==> src/rtl/rvv_backend_alu_pipe_pkg.sv <==
// Shared backend types for the ALU issue/execute/writeback slice:
// RS head-entry uop, PU-to-ROB result payload and the default lane count.
`ifndef NUM_ALU
`define NUM_ALU 2
`endif

package rvv_backend_alu_pipe_pkg;

  localparam int ROB_W  = 4;
  localparam int DATA_W = 16;

  // Opcodes the ALU understands; any other encoding yields no valid result.
  typedef enum logic [2:0] {
    ALU_ADD = 3'd0,
    ALU_SUB = 3'd1,
    ALU_AND = 3'd2,
    ALU_OR  = 3'd3,
    ALU_XOR = 3'd4,
    ALU_BAD = 3'd7
  } alu_op_e;

  typedef struct packed {
    logic [ROB_W-1:0]  rob_entry;
    alu_op_e           op;
    logic [DATA_W-1:0] src1;
    logic [DATA_W-1:0] src2;
  } ALU_RS_t;

  typedef struct packed {
    logic [ROB_W-1:0]  rob_entry;
    logic [DATA_W-1:0] data;
  } PU2ROB_t;

endpackage

==> src/rtl/rvv_backend_alu_stage.sv <==
// One-entry valid/ready output register for an ALU lane. A load while full
// is only issued when the entry drains in the same cycle, so no bubble.
module rvv_backend_alu_stage
  import rvv_backend_alu_pipe_pkg::*;
(
  input  logic    clk,
  input  logic    rst,
  input  logic    i_flush,
  input  logic    i_load,
  input  PU2ROB_t i_data,
  input  logic    i_ready,
  output logic    o_valid,
  output PU2ROB_t o_data,
  output logic    o_can_acc
);

  logic    r_valid;
  PU2ROB_t r_data;

  // Valid bit: reset/flush win, then load, then drain on handshake.
  always_ff @(posedge clk) begin
    if (rst || i_flush) begin
      r_valid <= 1'b0;
    end else if (i_load) begin
      r_valid <= 1'b1;
    end else if (i_ready) begin
      r_valid <= 1'b0;
    end
  end

  // Payload only changes on a load, so it holds steady under backpressure.
  always_ff @(posedge clk) begin
    if (i_load && !i_flush) begin
      r_data <= i_data;
    end
  end

  assign o_valid   = r_valid;
  assign o_data    = r_data;
  assign o_can_acc = !r_valid || i_ready;

endmodule

==> src/rtl/rvv_backend_alu_unit.sv <==
// Combinational ALU lane: computes the result of one RS uop and reports
// whether the opcode produced a usable result.
module rvv_backend_alu_unit
  import rvv_backend_alu_pipe_pkg::*;
(
  input  logic    i_uop_valid,
  input  ALU_RS_t i_uop,
  output logic    o_result_valid,
  output PU2ROB_t o_result
);

  // Decode the opcode; unknown encodings leave result_valid low.
  always_comb begin
    o_result_valid     = 1'b0;
    o_result.rob_entry = i_uop.rob_entry;
    o_result.data      = '0;
    case (i_uop.op)
      ALU_ADD: begin o_result.data = i_uop.src1 + i_uop.src2; o_result_valid = i_uop_valid; end
      ALU_SUB: begin o_result.data = i_uop.src1 - i_uop.src2; o_result_valid = i_uop_valid; end
      ALU_AND: begin o_result.data = i_uop.src1 & i_uop.src2; o_result_valid = i_uop_valid; end
      ALU_OR:  begin o_result.data = i_uop.src1 | i_uop.src2; o_result_valid = i_uop_valid; end
      ALU_XOR: begin o_result.data = i_uop.src1 ^ i_uop.src2; o_result_valid = i_uop_valid; end
      default: ;
    endcase
  end

endmodule

==> src/rtl/rvv_backend_alu_pipe.sv <==
// ALU execute pipe: NUM_LANE ALU units popping RS head entries in order,
// optionally registered before the ROB, with a sticky no-result error flag.
module rvv_backend_alu_pipe
  import rvv_backend_alu_pipe_pkg::*;
#(
  parameter int NUM_LANE = `NUM_ALU,
  parameter int OUT_REG  = 1
) (
  input  logic                     clk,
  input  logic                     rst,
  input  logic [NUM_LANE-1:0]      uop_valid_rs2ex,
  input  ALU_RS_t [NUM_LANE-1:0]   alu_uop_rs2ex,
  output logic [NUM_LANE-1:0]      pop_ex2rs,
  input  logic                     flush,
  output logic [NUM_LANE-1:0]      result_valid_ex2rob,
  output PU2ROB_t [NUM_LANE-1:0]   result_ex2rob,
  input  logic [NUM_LANE-1:0]      result_ready_rob2alu,
  output logic                     err_uop
);

  logic [NUM_LANE-1:0] w_alu_valid;
  PU2ROB_t             w_alu_res [NUM_LANE];
  logic [NUM_LANE-1:0] w_can_acc;
  logic [NUM_LANE-1:0] w_stage_valid;
  PU2ROB_t             w_stage_data [NUM_LANE];
  logic [NUM_LANE-1:0] w_pop;
  logic [NUM_LANE-1:0] w_res_valid;
  logic                w_err_set;
  logic                r_err;

  genvar gi;
  generate
    for (gi = 0; gi < NUM_LANE; gi++) begin : g_lane
      rvv_backend_alu_unit u_alu (
        .i_uop_valid    (uop_valid_rs2ex[gi]),
        .i_uop          (alu_uop_rs2ex[gi]),
        .o_result_valid (w_alu_valid[gi]),
        .o_result       (w_alu_res[gi])
      );

      if (OUT_REG != 0) begin : g_reg
        rvv_backend_alu_stage u_stage (
          .clk       (clk),
          .rst       (rst),
          .i_flush   (flush),
          .i_load    (w_pop[gi]),
          .i_data    (w_alu_res[gi]),
          .i_ready   (result_ready_rob2alu[gi]),
          .o_valid   (w_stage_valid[gi]),
          .o_data    (w_stage_data[gi]),
          .o_can_acc (w_can_acc[gi])
        );
      end else begin : g_comb
        assign w_stage_valid[gi] = 1'b0;
        assign w_stage_data[gi]  = '0;
        assign w_can_acc[gi]     = 1'b1;
      end

      assign result_ex2rob[gi] = (OUT_REG != 0) ? w_stage_data[gi] : w_alu_res[gi];
    end
  endgenerate

  // In-order pop chain: a lane is eligible only if every older lane pops.
  always_comb begin : p_pop
    logic v_prefix;
    logic v_lane_ok;
    w_pop       = '0;
    w_res_valid = '0;
    w_err_set   = 1'b0;
    v_prefix    = 1'b1;
    v_lane_ok   = 1'b0;
    for (int i = 0; i < NUM_LANE; i++) begin
      if (v_prefix && uop_valid_rs2ex[i] && !w_alu_valid[i]) begin
        w_err_set = 1'b1;
      end
      v_lane_ok = v_prefix & uop_valid_rs2ex[i] & w_alu_valid[i] & ~flush & ~rst;
      if (OUT_REG != 0) begin
        w_pop[i]       = v_lane_ok & w_can_acc[i];
        w_res_valid[i] = w_stage_valid[i] & ~rst;
      end else begin
        w_pop[i]       = v_lane_ok & result_ready_rob2alu[i];
        w_res_valid[i] = v_lane_ok;
      end
      v_prefix = w_pop[i];
    end
  end

  // Sticky error: an eligible uop that the ALU could not execute.
  always_ff @(posedge clk) begin
    if (rst) begin
      r_err <= 1'b0;
    end else if (w_err_set) begin
      r_err <= 1'b1;
    end
  end

  assign pop_ex2rs           = w_pop;
  assign result_valid_ex2rob = w_res_valid;
  assign err_uop             = r_err;

`ifdef ASSERT_ON
  logic [NUM_LANE-1:0] r_hold;
  PU2ROB_t             r_hold_data [NUM_LANE];

  // Remember which lanes were stalled so the next cycle can check payload.
  always_ff @(posedge clk) begin
    r_hold <= result_valid_ex2rob & ~result_ready_rob2alu & ~{NUM_LANE{flush | rst}};
    for (int i = 0; i < NUM_LANE; i++) begin
      r_hold_data[i] <= result_ex2rob[i];
    end
  end

  // Thermometer inputs, contiguous pops and stable payload while stalled.
  always @(posedge clk) begin
    if (!rst) begin
      assert ((uop_valid_rs2ex & (uop_valid_rs2ex + 1'b1)) == '0)
        else $error("uop_valid_rs2ex not thermometer: %b", uop_valid_rs2ex);
      assert ((pop_ex2rs & (pop_ex2rs + 1'b1)) == '0)
        else $error("pop_ex2rs not prefix-contiguous: %b", pop_ex2rs);
      for (int i = 0; i < NUM_LANE; i++) begin
        if (OUT_REG != 0 && r_hold[i]) begin
          assert (result_valid_ex2rob[i] && result_ex2rob[i] == r_hold_data[i])
            else $error("lane %0d payload changed under backpressure", i);
        end
      end
    end
  end
`endif

endmodule

==> config.mk <==
export PLATFORM = sky130hd
export DESIGN_NAME = rvv_backend_alu_pipe
export DESIGN_NICKNAME = d
export VERILOG_FILES = /design/src/rtl/rvv_backend_alu_pipe_pkg.sv /design/src/rtl/rvv_backend_alu_stage.sv /design/src/rtl/rvv_backend_alu_unit.sv /design/src/rtl/rvv_backend_alu_pipe.sv
export SDC_FILE = /design/constraint.sdc
export NUM_CORES = 1
export LEC_CHECK = 0
export CAP_MARGIN = 20
export CORE_ASPECT_RATIO = 1.2
export CORE_MARGIN = 4
export CORE_UTILIZATION = 30
export CTS_CLUSTER_DIAMETER = 40
export DETAILED_ROUTE_END_ITERATION = 12
export MAX_ROUTING_LAYER = met4
export PLACE_DENSITY = 0.54
export RECOVER_POWER = 100
export REMOVE_ABC_BUFFERS = 1
export SLEW_MARGIN = 20
export SYNTH_ARGS = -nofsm -noshare
export SYNTH_HDL_FRONTEND = slang
export SYNTH_HIERARCHICAL = 1
export SYNTH_SLANG_ARGS = --single-unit
==> constraint.sdc <==
create_clock -name clk -period 7.3 [get_ports clk]
set_input_delay 1.095 -clock clk [delete_from_list [all_inputs] [get_ports clk]]
set_output_delay 1.095 -clock clk [all_outputs]
set_load 0.05 [all_outputs]
==> impl_metrics.ini <==
[outcome]
result_of_the_run = complete, but fails checks
violated_checks = max-capacitance violations, max-slew violations

[clocking]
ctsHoldBuffers = 0
clkSinkCount = 43
cts.repair.resized = 0
clk_root_buffer_cell = clkbuf_16
tritoncts = built
worst_setup_hold_path_clk_slew_ps = 70
cts_buffers = 5
clk-insertion-delay-late_ps = 300
cts-root-to-sink-buffers = 2
htree_levels = 2
cts_setup_buffers = 0

[sta]
tightest_slew_ps = 1800
slew_viol_final = 21
setup_violations = 0
slew-limit-headroom = -0.207
setup-tns-final_ps = 0
fmax_mhz = 192
rsz0062_at_grt = no
final_hold_violation_count = 0
min_period_ps = 5200
layout_worst_path_cycle_share = 0.712
clock-skew-final_ps = 5.74

[hold_path]
hold_path_class = reg -> reg

[route]
post_detailed_route_via_to_cell_ratio = 5.06
initialDrtViolationCount = 173
wirelength_um = 16900
route.detailed.wl_per_inst_um = 16.8
num_vias = 5100
drc_errors = 0
drt_first_pass_iters = 5
antenna_violating_nets_post_route = 0

[place]
gp_routability_congestion = 0.857
io_buffer_count = 129
dp.final_hpwl_um = 13200

[logic_synthesis]
ys.flop_type = edfxtp_1
post_synth_num_cell_types = 68
synthesis.area_um2 = 5550
syn_inst = 674
ys_seq_elements = 43
seq_total_area_yosys = 0.227
yosys_warnings = 6
synth.avg_cell_area_um2 = 8.24
asyncSetResetFlopFracSynth = 0
synth_edf_count = 40

[global_route]
initial_antenna_violation_count = 1
grtUsageTotal = 0.163
maximum_number_of_pins_on_one_net_before_global_route_repair = 29
grt_pass1_vias = 4919
globalRoute.totalOverflow = 0
grt_first_pass_wirelength_um = 26400

[die]
floorplan.initialDensity = 0.306
rows = 54
chipWidth_um = 132
io_pins = 130
dieArea_um2 = 20800
vertical_die_dimension_um = 157
core_area_um2 = 18200

[final_layout]
area_delta_synth_final_pct = 28.1
drive_gt1_frac = 0.0320
final_net_count = 964

[setup_path]
worstRegToRegCells = 6
worst_setup_path_start_kind = primary input
worst_r2r_endpoint = g_lane[1].g_reg.u_stage/o_data[12]
worst_ep_arrival_time_ps = 5250
crit_path_end_kind = flip-flop
timing.critical_path.to = g_lane[0].g_reg.u_stage/o_data[15]
worstReg2RegStart = g_lane[0].g_reg.u_stage/o_valid
crit_required_ps = 7350
setup.worst_path.start = alu_uop_rs2ex[33]
r2r_slack_ps = 4620
timing.setup.critical_path_class = in -> reg
worst_path_fanout_max = 12

[power_and_ir_drop]
peakVddDrop_mv = 0.0858
p_leak_nw = 2.97
power_mw = 0.920
p_per_area_nw_per_um2 = 129

[job]
maxCapViolations = 1
==> layer usage <==
metal / wire, µm / global-route usage
met1: 7870 / 0.199
met2: 7950 / 0.280
met3: 807 / 0.0301
met4: 312 / 0.0421
met5: 0 / -
==> how the worst min path moves through the flow <==
stage,from,endpoint,slack (ps),cells past startpoint
global placement,g_lane[0].g_reg.u_stage/o_valid,g_lane[0].g_reg.u_stage/o_valid,490,2
global route,g_lane[0].g_reg.u_stage/o_valid,g_lane[0].g_reg.u_stage/o_valid,530,2
detailed placement,g_lane[0].g_reg.u_stage/o_valid,g_lane[0].g_reg.u_stage/o_valid,500,2
floorplan,g_lane[0].g_reg.u_stage/o_valid,g_lane[0].g_reg.u_stage/o_valid,470,2
CTS,g_lane[0].g_reg.u_stage/o_valid,g_lane[0].g_reg.u_stage/o_valid,510,2
finish,g_lane[0].g_reg.u_stage/o_valid,g_lane[0].g_reg.u_stage/o_valid,510,2
==> layout by cell type (no fill, tap or decap), types with 6 or more instances in the layout <==
| cell | count |
|---|---|
| xnor2_1 | 37 |
| nand2_1 | 35 |
| o22ai_1 | 6 |
| dlygate4sd3_1 | 56 |
| nand2b_1 | 7 |
| inv_1 | 81 |
| a31oi_1 | 10 |
| o21ai_0 | 43 |
| edfxtp_1 | 40 |
| a21o_1 | 9 |
| clkdlybuf4s50_1 | 73 |
| a211oi_1 | 14 |
| nand3_1 | 17 |
| o21a_1 | 8 |
| ha_1 | 96 |
| and3_1 | 6 |
| xor2_1 | 12 |
| nor3_1 | 11 |
| nor2_1 | 67 |
| a21oi_1 | 55 |
==> kinds of logic after synthesis <==
family          after synthesis  synth area share
compound gates              191             0.220
xor+xnor                     49            0.0773
simple gates                174             0.158
flops                        43             0.227
buf+inv                     114            0.0852
mux                           5           0.00924
fa+ha+maj                    98             0.224
==> flip-flops by register name, summed over array words and instances (netlist names) <==
name,count
g_lane.g_reg.u_stage/o_data,40
g_lane.g_reg.u_stage/o_valid,2
err_uop,1
==> worst max-delay path, stage by stage <==
cell and delay [ps]:
dlygate4sd3_1 690, or2_0 580, nor2_1 860, nor2_1 140, xnor2_1 170, ha_1 390, and3_1 210, o2bb2ai_1 110
a21oi_1 350, o21ai_0 200, xnor2_1 160, a221o_1 290
==> cell type report <==
| type | instances | area (µm²) |
|---|---|---|
| timing repair buffer | 133 | 1320 |
| fill | 1872 | 11100 |
| clock buffer | 5 | 125 |
| tap | 224 | 280 |
| sequential | 43 | 1260 |
| clock inverter | 3 | 23.8 |
| multi-input combinational | 517 | 3800 |
| antenna | 1 | 2.50 |
| inverter | 81 | 304 |
==> stage by stage <==
| stage | hold WS [ps] | utilization | worst slack (ps) | instances | cell area, µm² |
|---|---|---|---|---|---|
| detailed placement | 499 | 0.385 | 1950 | 998 | 6990 |
| finish | 509 | 0.391 | 2100 | 1007 | 7110 |
| global placement | 495 | 0.385 | 2030 | 998 | 6990 |
| CTS | 511 | 0.393 | 2250 | 1006 | 7140 |
| floorplan | 472 | - | 3450 | 641 | 5380 |
| global route | 532 | 0.391 | 1850 | 1007 | 7110 |
==> where the power goes <==
| part | internal [mW] | switching, mW | leakage (nW) |
|---|---|---|---|
| combinational | 0.174 | 0.223 | 2.55 |
| sequential | 0.277 | 0.000850 | 0.355 |
| clock | 0.129 | 0.116 | 0.0664 |
==> cell usage after synthesis, types with 3 or more instances <==
cell      number  area share
a311oi_1       3      0.0047
nand3_1       16       0.014
o31ai_1        4      0.0054
inv_1         81       0.055
and3_1         6      0.0068
o22ai_1        6      0.0068
o21ai_0       40       0.036
o21a_1         8       0.011
xor2_1        12       0.019
clkbuf_1      17       0.011
o221ai_1       3      0.0047
or3_1          3      0.0034
o21ai_1        7      0.0063
a41oi_1        5      0.0079
and2_1         4      0.0045
a31oi_1       10       0.011
mux2i_1        4      0.0072
nand2_1       35       0.024
xnor2_1       37       0.058
a211oi_1      14       0.019
nand2b_1       7      0.0079
o32ai_1        4      0.0063
o21bai_1       3      0.0041
ha_1          96        0.22
nor3_1        11      0.0099
o211ai_1       3      0.0041
nand4_1        4      0.0045
buf_2          3      0.0027
nor2_1        66       0.045
a21o_1         9       0.012
edfxtp_1      40        0.22
dfxtp_1        3       0.011
buf_4         11       0.015
a21oi_1       54       0.049
Power figures use the tool's default switching activity.
